<file path="config.mk">
export PLATFORM = sky130hd
export DESIGN_NAME = uart_rx_oversampled_flat
export DESIGN_NICKNAME = d
export VERILOG_FILES = /design/src/rtl/uart_rx_oversampled_if.sv /design/src/rtl/uart_rx_oversampled.sv /design/src/flat_wrapper.sv
export SDC_FILE = /design/constraint.sdc
export NUM_CORES = 1
export LEC_CHECK = 0
export ABC_AREA = 1
export BUFFER_PORTS_ARGS = -buffer_cell sky130_fd_sc_hd__buf_2
export CORE_MARGIN = 2
export CORE_UTILIZATION = 33
export DETAILED_ROUTE_END_ITERATION = 10
export PLACE_DENSITY = 0.5
export SETUP_SLACK_MARGIN = 0.1
export SLEW_MARGIN = 20
export SYNTH_ARGS = -nofsm -noshare
export SYNTH_HDL_FRONTEND = slang
export SYNTH_SLANG_ARGS = --single-unit
</file>
<file path="constraint.sdc">
create_clock -name clk -period 1.7 [get_ports clk]
set_input_delay 0.085 -clock clk [delete_from_list [all_inputs] [get_ports clk]]
set_output_delay 0.085 -clock clk [all_outputs]
set_load 0.01 [all_outputs]
</file>
<file path="src/rtl/uart_rx_oversampled_if.sv">
// Signal bundle between the UART receiver and its line/consumer side.
// done is a single-clk strobe; data_out and both error flags are valid on it and hold until the next one.
interface uart_rx_oversampled_if #(
  parameter int data_width = 8
);
  logic                  rx_en;
  logic                  parity_en;
  logic                  odd_or_even_parity;
  logic                  rx;
  logic                  busy;
  logic                  done;
  logic                  framing_error;
  logic                  parity_error;
  logic [data_width-1:0] data_out;
  logic [2:0]            state_dbg;

  modport master (
    output rx_en, parity_en, odd_or_even_parity, rx,
    input  busy, done, framing_error, parity_error, data_out, state_dbg
  );

  modport slave (
    input  rx_en, parity_en, odd_or_even_parity, rx,
    output busy, done, framing_error, parity_error, data_out, state_dbg
  );
endinterface

</file>
<file path="src/rtl/uart_rx_oversampled.sv">
// UART receiver with OVS-times oversampling, 3-sample mid-bit majority vote,
// optional parity and stop-bit checking; one done strobe per completed frame.
module uart_rx_oversampled #(
  parameter int sys_clk    = 50_000_000,
  parameter int baud_rate  = 9600,
  parameter int data_width = 8,
  parameter int OVS        = 16
) (
  input logic                  clk,
  input logic                  rst,
  uart_rx_oversampled_if.slave bus
);

  localparam int DIV  = sys_clk / (baud_rate * OVS);
  localparam int DIVW = (DIV > 1) ? $clog2(DIV) : 1;
  localparam int TW   = $clog2(OVS);
  localparam int IW   = $clog2(data_width + 1);

  localparam logic [DIVW-1:0] DIV_LAST = DIVW'(DIV - 1);
  localparam logic [TW-1:0]   T_A      = TW'(OVS / 2 - 1);
  localparam logic [TW-1:0]   T_B      = TW'(OVS / 2);
  localparam logic [TW-1:0]   T_C      = TW'(OVS / 2 + 1);
  localparam logic [TW-1:0]   T_END    = TW'(OVS - 1);
  localparam logic [IW-1:0]   IDX_LAST = IW'(data_width - 1);

  typedef enum logic [2:0] {
    IDLE      = 3'd0,
    START     = 3'd1,
    DATA      = 3'd2,
    PARITY    = 3'd3,
    STOP      = 3'd4,
    WAIT_IDLE = 3'd5
  } state_t;

  state_t                state_q, state_d;
  logic                  rx_meta_q, rx_s_q;
  logic [DIVW-1:0]       div_q, div_d;
  logic [TW-1:0]         tcnt_q, tcnt_d;
  logic [IW-1:0]         idx_q, idx_d;
  logic [data_width-1:0] sh_q, sh_d;
  logic                  s_a_q, s_a_d, s_b_q, s_b_d;
  logic                  pend_q, pend_d;
  logic                  par_en_q, par_en_d, even_q, even_d;
  logic                  done_q, done_d;
  logic [data_width-1:0] dout_q, dout_d;
  logic                  fe_q, fe_d, pe_q, pe_d;

  logic tick, at_a, at_b, at_c, at_end, maj;

  always_ff @(posedge clk or negedge rst) begin
    if (!rst) begin
      rx_meta_q <= 1'b1;
      rx_s_q    <= 1'b1;
    end else begin
      rx_meta_q <= bus.rx;
      rx_s_q    <= rx_meta_q;
    end
  end

  // The divider sits at zero in IDLE, so the first START clk is tick 0 of the start bit.
  assign tick   = (div_q == '0);
  assign at_a   = tick && (tcnt_q == T_A);
  assign at_b   = tick && (tcnt_q == T_B);
  assign at_c   = tick && (tcnt_q == T_C);
  assign at_end = tick && (tcnt_q == T_END);
  assign maj    = (s_a_q & s_b_q) | (s_a_q & rx_s_q) | (s_b_q & rx_s_q);

  always_comb begin
    state_d  = state_q;
    div_d    = (state_q == IDLE || div_q == DIV_LAST) ? '0 : div_q + 1'b1;
    tcnt_d   = tcnt_q;
    idx_d    = idx_q;
    sh_d     = sh_q;
    s_a_d    = at_a ? rx_s_q : s_a_q;
    s_b_d    = at_b ? rx_s_q : s_b_q;
    pend_d   = pend_q;
    par_en_d = par_en_q;
    even_d   = even_q;
    done_d   = 1'b0;
    dout_d   = dout_q;
    fe_d     = fe_q;
    pe_d     = pe_q;

    if (state_q != IDLE && tick) begin
      tcnt_d = at_end ? '0 : tcnt_q + 1'b1;
    end

    case (state_q)
      IDLE: begin
        if (bus.rx_en && !rx_s_q) begin
          state_d  = START;
          div_d    = '0;
          tcnt_d   = '0;
          idx_d    = '0;
          pend_d   = 1'b0;
          par_en_d = bus.parity_en;
          even_d   = bus.odd_or_even_parity;
        end
      end
      START: begin
        if (at_c && maj) begin
          state_d = IDLE;
        end else if (at_end) begin
          state_d = DATA;
        end
      end
      DATA: begin
        if (at_c) begin
          sh_d = {maj, sh_q[data_width-1:1]};
        end
        if (at_end) begin
          if (idx_q == IDX_LAST) begin
            state_d = par_en_q ? PARITY : STOP;
          end else begin
            idx_d = idx_q + 1'b1;
          end
        end
      end
      PARITY: begin
        if (at_c) begin
          pend_d = (maj != (^sh_q ^ ~even_q));
        end
        if (at_end) begin
          state_d = STOP;
        end
      end
      STOP: begin
        // Decide at mid-bit so back-to-back frames get the rest of the stop bit as slack.
        if (at_c) begin
          done_d  = 1'b1;
          dout_d  = sh_q;
          pe_d    = pend_q;
          fe_d    = !maj;
          state_d = maj ? IDLE : WAIT_IDLE;
        end
      end
      WAIT_IDLE: begin
        if (rx_s_q) begin
          state_d = IDLE;
        end
      end
      default: state_d = IDLE;
    endcase
  end

  always_ff @(posedge clk or negedge rst) begin
    if (!rst) begin
      state_q  <= IDLE;
      div_q    <= '0;
      tcnt_q   <= '0;
      idx_q    <= '0;
      sh_q     <= '0;
      s_a_q    <= 1'b0;
      s_b_q    <= 1'b0;
      pend_q   <= 1'b0;
      par_en_q <= 1'b0;
      even_q   <= 1'b0;
      done_q   <= 1'b0;
      dout_q   <= '0;
      fe_q     <= 1'b0;
      pe_q     <= 1'b0;
    end else begin
      state_q  <= state_d;
      div_q    <= div_d;
      tcnt_q   <= tcnt_d;
      idx_q    <= idx_d;
      sh_q     <= sh_d;
      s_a_q    <= s_a_d;
      s_b_q    <= s_b_d;
      pend_q   <= pend_d;
      par_en_q <= par_en_d;
      even_q   <= even_d;
      done_q   <= done_d;
      dout_q   <= dout_d;
      fe_q     <= fe_d;
      pe_q     <= pe_d;
    end
  end

  assign bus.busy          = (state_q != IDLE);
  assign bus.done          = done_q;
  assign bus.data_out      = dout_q;
  assign bus.framing_error = fe_q;
  assign bus.parity_error  = pe_q;
  assign bus.state_dbg     = state_q;

endmodule

</file>
<file path="src/flat_wrapper.sv">
// flat-port wrapper written by rule: the top's interface ports become plain ports
module uart_rx_oversampled_flat 
#(
  parameter int sys_clk    = 50_000_000,
  parameter int baud_rate  = 9600,
  parameter int data_width = 8,
  parameter int OVS        = 16
)
  (clk, rst, bus_rx_en, bus_parity_en, bus_odd_or_even_parity, bus_rx, bus_busy, bus_done, bus_framing_error, bus_parity_error, bus_data_out, bus_state_dbg);
  uart_rx_oversampled_if #(.data_width(data_width)) bus_i ();
  input logic clk;
  input logic rst;
  input wire logic [$bits(bus_i.rx_en)-1:0] bus_rx_en;
  input wire logic [$bits(bus_i.parity_en)-1:0] bus_parity_en;
  input wire logic [$bits(bus_i.odd_or_even_parity)-1:0] bus_odd_or_even_parity;
  input wire logic [$bits(bus_i.rx)-1:0] bus_rx;
  output wire logic [$bits(bus_i.busy)-1:0] bus_busy;
  output wire logic [$bits(bus_i.done)-1:0] bus_done;
  output wire logic [$bits(bus_i.framing_error)-1:0] bus_framing_error;
  output wire logic [$bits(bus_i.parity_error)-1:0] bus_parity_error;
  output wire logic [$bits(bus_i.data_out)-1:0] bus_data_out;
  output wire logic [$bits(bus_i.state_dbg)-1:0] bus_state_dbg;
  assign bus_i.rx_en = bus_rx_en;
  assign bus_i.parity_en = bus_parity_en;
  assign bus_i.odd_or_even_parity = bus_odd_or_even_parity;
  assign bus_i.rx = bus_rx;
  assign bus_busy = bus_i.busy;
  assign bus_done = bus_i.done;
  assign bus_framing_error = bus_i.framing_error;
  assign bus_parity_error = bus_i.parity_error;
  assign bus_data_out = bus_i.data_out;
  assign bus_state_dbg = bus_i.state_dbg;
  uart_rx_oversampled #(.sys_clk(sys_clk), .baud_rate(baud_rate), .data_width(data_width), .OVS(OVS)) u_core (.clk(clk), .rst(rst), .bus(bus_i));
endmodule
</file>
==> impl_metrics.ini <==
[outcome]
status = finished with violations
violations = negative setup slack

[grt]
grt_util_met1_pct = 18.7
grt_antenna_before_repair = 0
grt_remaining_overflow = 0
gr-usage-met2_pct = 21.1
top_usage_layer = met2
grt_first_pass_wirelength_mm = 8.34
grt_max_degree = 27
met3_usage_pct = 2.89
grt_pass1_vias = 1816
grt.total_usage_pct = 13.5

[setup_path]
regToRegSetupSlack_ns = -0.08
worstPathMaxFanout = 5
crit_type = flop to flop
cp-end-kind = flop
r2r_cells = 12
r2r-end = u_core.bus.framing_error$_DFFE_PN0P_
crit_path_start_kind = flop
setup.worst_path.start = u_core.div_q[1]$_DFF_PN0_
timing.rr.start = u_core.div_q[1]$_DFF_PN0_
cp.arrival_ns = 2.01
crit_required_ns = 1.93

[layout]
layout.nets = 362
synthToLayoutAreaGrowth_pct = 33.4
most-common-layout-cells = nand2_1, dfrtp_1, inv_1
final_common_cell = nand2_1
antenna_cells = 0
drive_above_1_share_pct = 30.5
fin_area_um2 = 3160

[logic_synthesis]
synthAdderAreaFrac_pct = 3.17
syn_inst = 293
synth_cell_types = 29
syn_nets = 305
ys_seq_area_share_pct = 48.7
synth_compound_area_share_pct = 10.1
synth_edf_count = 0
synth.largest_area_cell = dfrtp_1
synth_warnings = 0
netlist_area_um2 = 2370
syn_area_per_cell_um2 = 8.08
muxShareOfSynthArea_pct = 0
synth-xor-area-share_pct = 2.96
synth_simple_gate_area_share_pct = 27.4
yosys_register_bits = 46
synth_top_family_by_area = simple AND/OR/NAND/NOR gates
synth_top_area_share_pct = 46.5
synth_ff_type = dfrtp_1
async_flop_share_pct = 100
yosys-top-cells-area = dfrtp_1, nand2_1, inv_1

[routing]
routedWlPerCell_um = 11.6
antenna_left = 0
route.detailed.drc = 0
drt_first_pass_iters = 4
drt_iter0_drc = 74
routed_via_density = 4.48
vias = 2003
wl_mm = 5.19

[flow_run]
max-cap-violations = 0

[power]
power.switching_mw = 0.406
p_leak_nw = 1.62
swShare_pct = 18.9
cellPowerDensity_nw_per_um2 = 679
clockPowerShare_pct = 46.8
p_total_mw = 2.15
combinationalPowerShare_pct = 2.0
worst_ir_drop_vdd_v = 0.000379
intPower_mw = 1.74
power_frac_seq_pct = 51.2

[floorplan]
initial_utilization_pct = 34.5
coreArea_um2 = 6870
die_w_um = 88.7
num_rows = 30
die_y_um = 88.7
die_area_um2 = 7870
ios = 21

[timing]
fin_crit_ns = 1.78
tns_ns = -0.706
max_freq_mhz = 563
fin_skew_ns = 0.00948
tightest_slew_ns = 0.504
maxSlewHeadroom_pct = 66.1
worst_slack_ns = -0.0772
maxSlewViolCount = 0
hold_viol = 0
grt_setup_unrepaired = yes
finalSetupViolCount = 10
fin_crit_sh_pct = 105
hold_ws_ns = 0.278

[placed_design]
io_buffers = 20
pre_cts_slack_ns = -0.00385
place.gp.congestion = 0.859
placed_cell_area_um2 = 2720
dp_hpwl_mm = 3.62

[clock_network]
cts_sinks = 46
clk-insertion-delay-late_ns = 0.30
numCtsBuffers = 5
cts-root-buf = clkbuf_8
htreeDepth = 2
clkTransAtPathRegs_ns = 0.09
clockBufferDepth = 2
cts_tree = built

[hold_path]
hold_path_class = input port to asynchronous set/reset pin
flip-flops by register name, indices dropped and copies added, names as in the netlist:
register and count:
u_core.bus.parity_error 1, u_core.rx_s_q 1, u_core.bus.state_dbg 3, u_core.bus.framing_error 1
u_core.bus.data_out 8, u_core.pend_q 1, u_core.div_q 9, u_core.even_q 1
u_core.sh_q 8, u_core.s_a_q 1, u_core.rx_meta_q 1, u_core.s_b_q 1
u_core.idx_q 4, u_core.bus.done 1, u_core.par_en_q 1, u_core.tcnt_q 4
area by class of cell:
class | count | area, um2
sequential | 46 | 1150
multi-input combinational | 203 | 1160
fill | 682 | 3710
timing repair buffer | 53 | 429
inverter | 41 | 154
clock inverter | 2 | 60.1
clock buffer | 6 | 82.6
tap | 96 | 120
metal layers:
layer / part of all wire [%] / up-vias
met1: 49 / 923
met5: 0 / -
met4: 1.8 / 0
li1: - / 1040
met2: 46 / 32
met3: 2.8 / 8
power groups by stage:
stage / clock, mW / combinational [mW] / sequential (mW)
5_1_grt: 1.08 / 0.0497 / 1.10
4_1_cts: 1.03 / 0.0445 / 1.10
3_5_place_dp: 0 / 0.0374 / 1.12
6_report: 1.01 / 0.0419 / 1.10
2_1_floorplan: 0 / 0.00217 / 1.12
3_3_place_gp: 0 / 0.0374 / 1.12
per-stage QoR:
step	utilization, %	std cells
finish	46.0	447
global route	46.0	447
CTS	42.6	438
detailed placement	39.6	424
global placement	39.6	424
floorplan	-	293
worst max-delay path by stage:
stage / end / slack (ns)
after global placement: u_core.idx_q[2]$_DFFE_PN0P_ / 0.04
after CTS: u_core.bus.data_out[1]$_DFFE_PN0P_ / 0.03
after global routing: u_core.bus.data_out[5]$_DFFE_PN0P_ / -0.17
final: u_core.bus.framing_error$_DFFE_PN0P_ / -0.08
after detailed placement: u_core.bus.data_out[0]$_DFFE_PN0P_ / -0.004
after floorplan: u_core.bus.data_out[2]$_DFFE_PN0P_ / 0.10
kinds of logic (layout without fill, tap and decap cells):
logic type / count (synthesis) / count (layout)
XOR/XNOR: 8 / 8
flip-flops: 46 / 46
AND/OR/NAND/NOR: 151 / 151
buffers and inverters: 44 / 102
adder cells (fa/ha/maj): 6 / 6
AO/OA/AOI/OAI: 38 / 38
worst max-delay path: stages, from the launching register on:
cell,delay (ns)
dfrtp_1,0.39
inv_2,0.07
ha_4,0.12
inv_2,0.03
nor2_2,0.10
nand2_2,0.07
nor2_4,0.15
nand2_4,0.09
nor4_4,0.27
buf_4,0.18
clkbuf_16,0.15
nand2_2,0.05
o21ai_2,0.04
what timing repair did:
item,4_1_cts,5_1_grt
endpoints found under the setup margin,27,32
endpoints found under the hold margin,23,0
buffers inserted,2,5
cloned,0,4
pin swaps,0,10
gates resized for setup,5,45
hold buffers,4,0
cells in the mapped netlist, types with 2 or more instances:
| library cell | n |
|---|---|
| nand3_1 | 10 |
| xor2_1 | 5 |
| and3_1 | 2 |
| nor3b_1 | 2 |
| ha_1 | 6 |
| a21oi_1 | 8 |
| o21ai_2 | 9 |
| o21ai_0 | 14 |
| buf_6 | 2 |
| dfrtp_1 | 44 |
| nand4_1 | 4 |
| o211ai_1 | 2 |
| xnor2_1 | 3 |
| nor2_2 | 2 |
| nor2_1 | 25 |
| nor3_1 | 6 |
| nand2_1 | 96 |
| dfstp_2 | 2 |
| inv_1 | 41 |
Note: power is estimated with default switching activity, not from simulation.
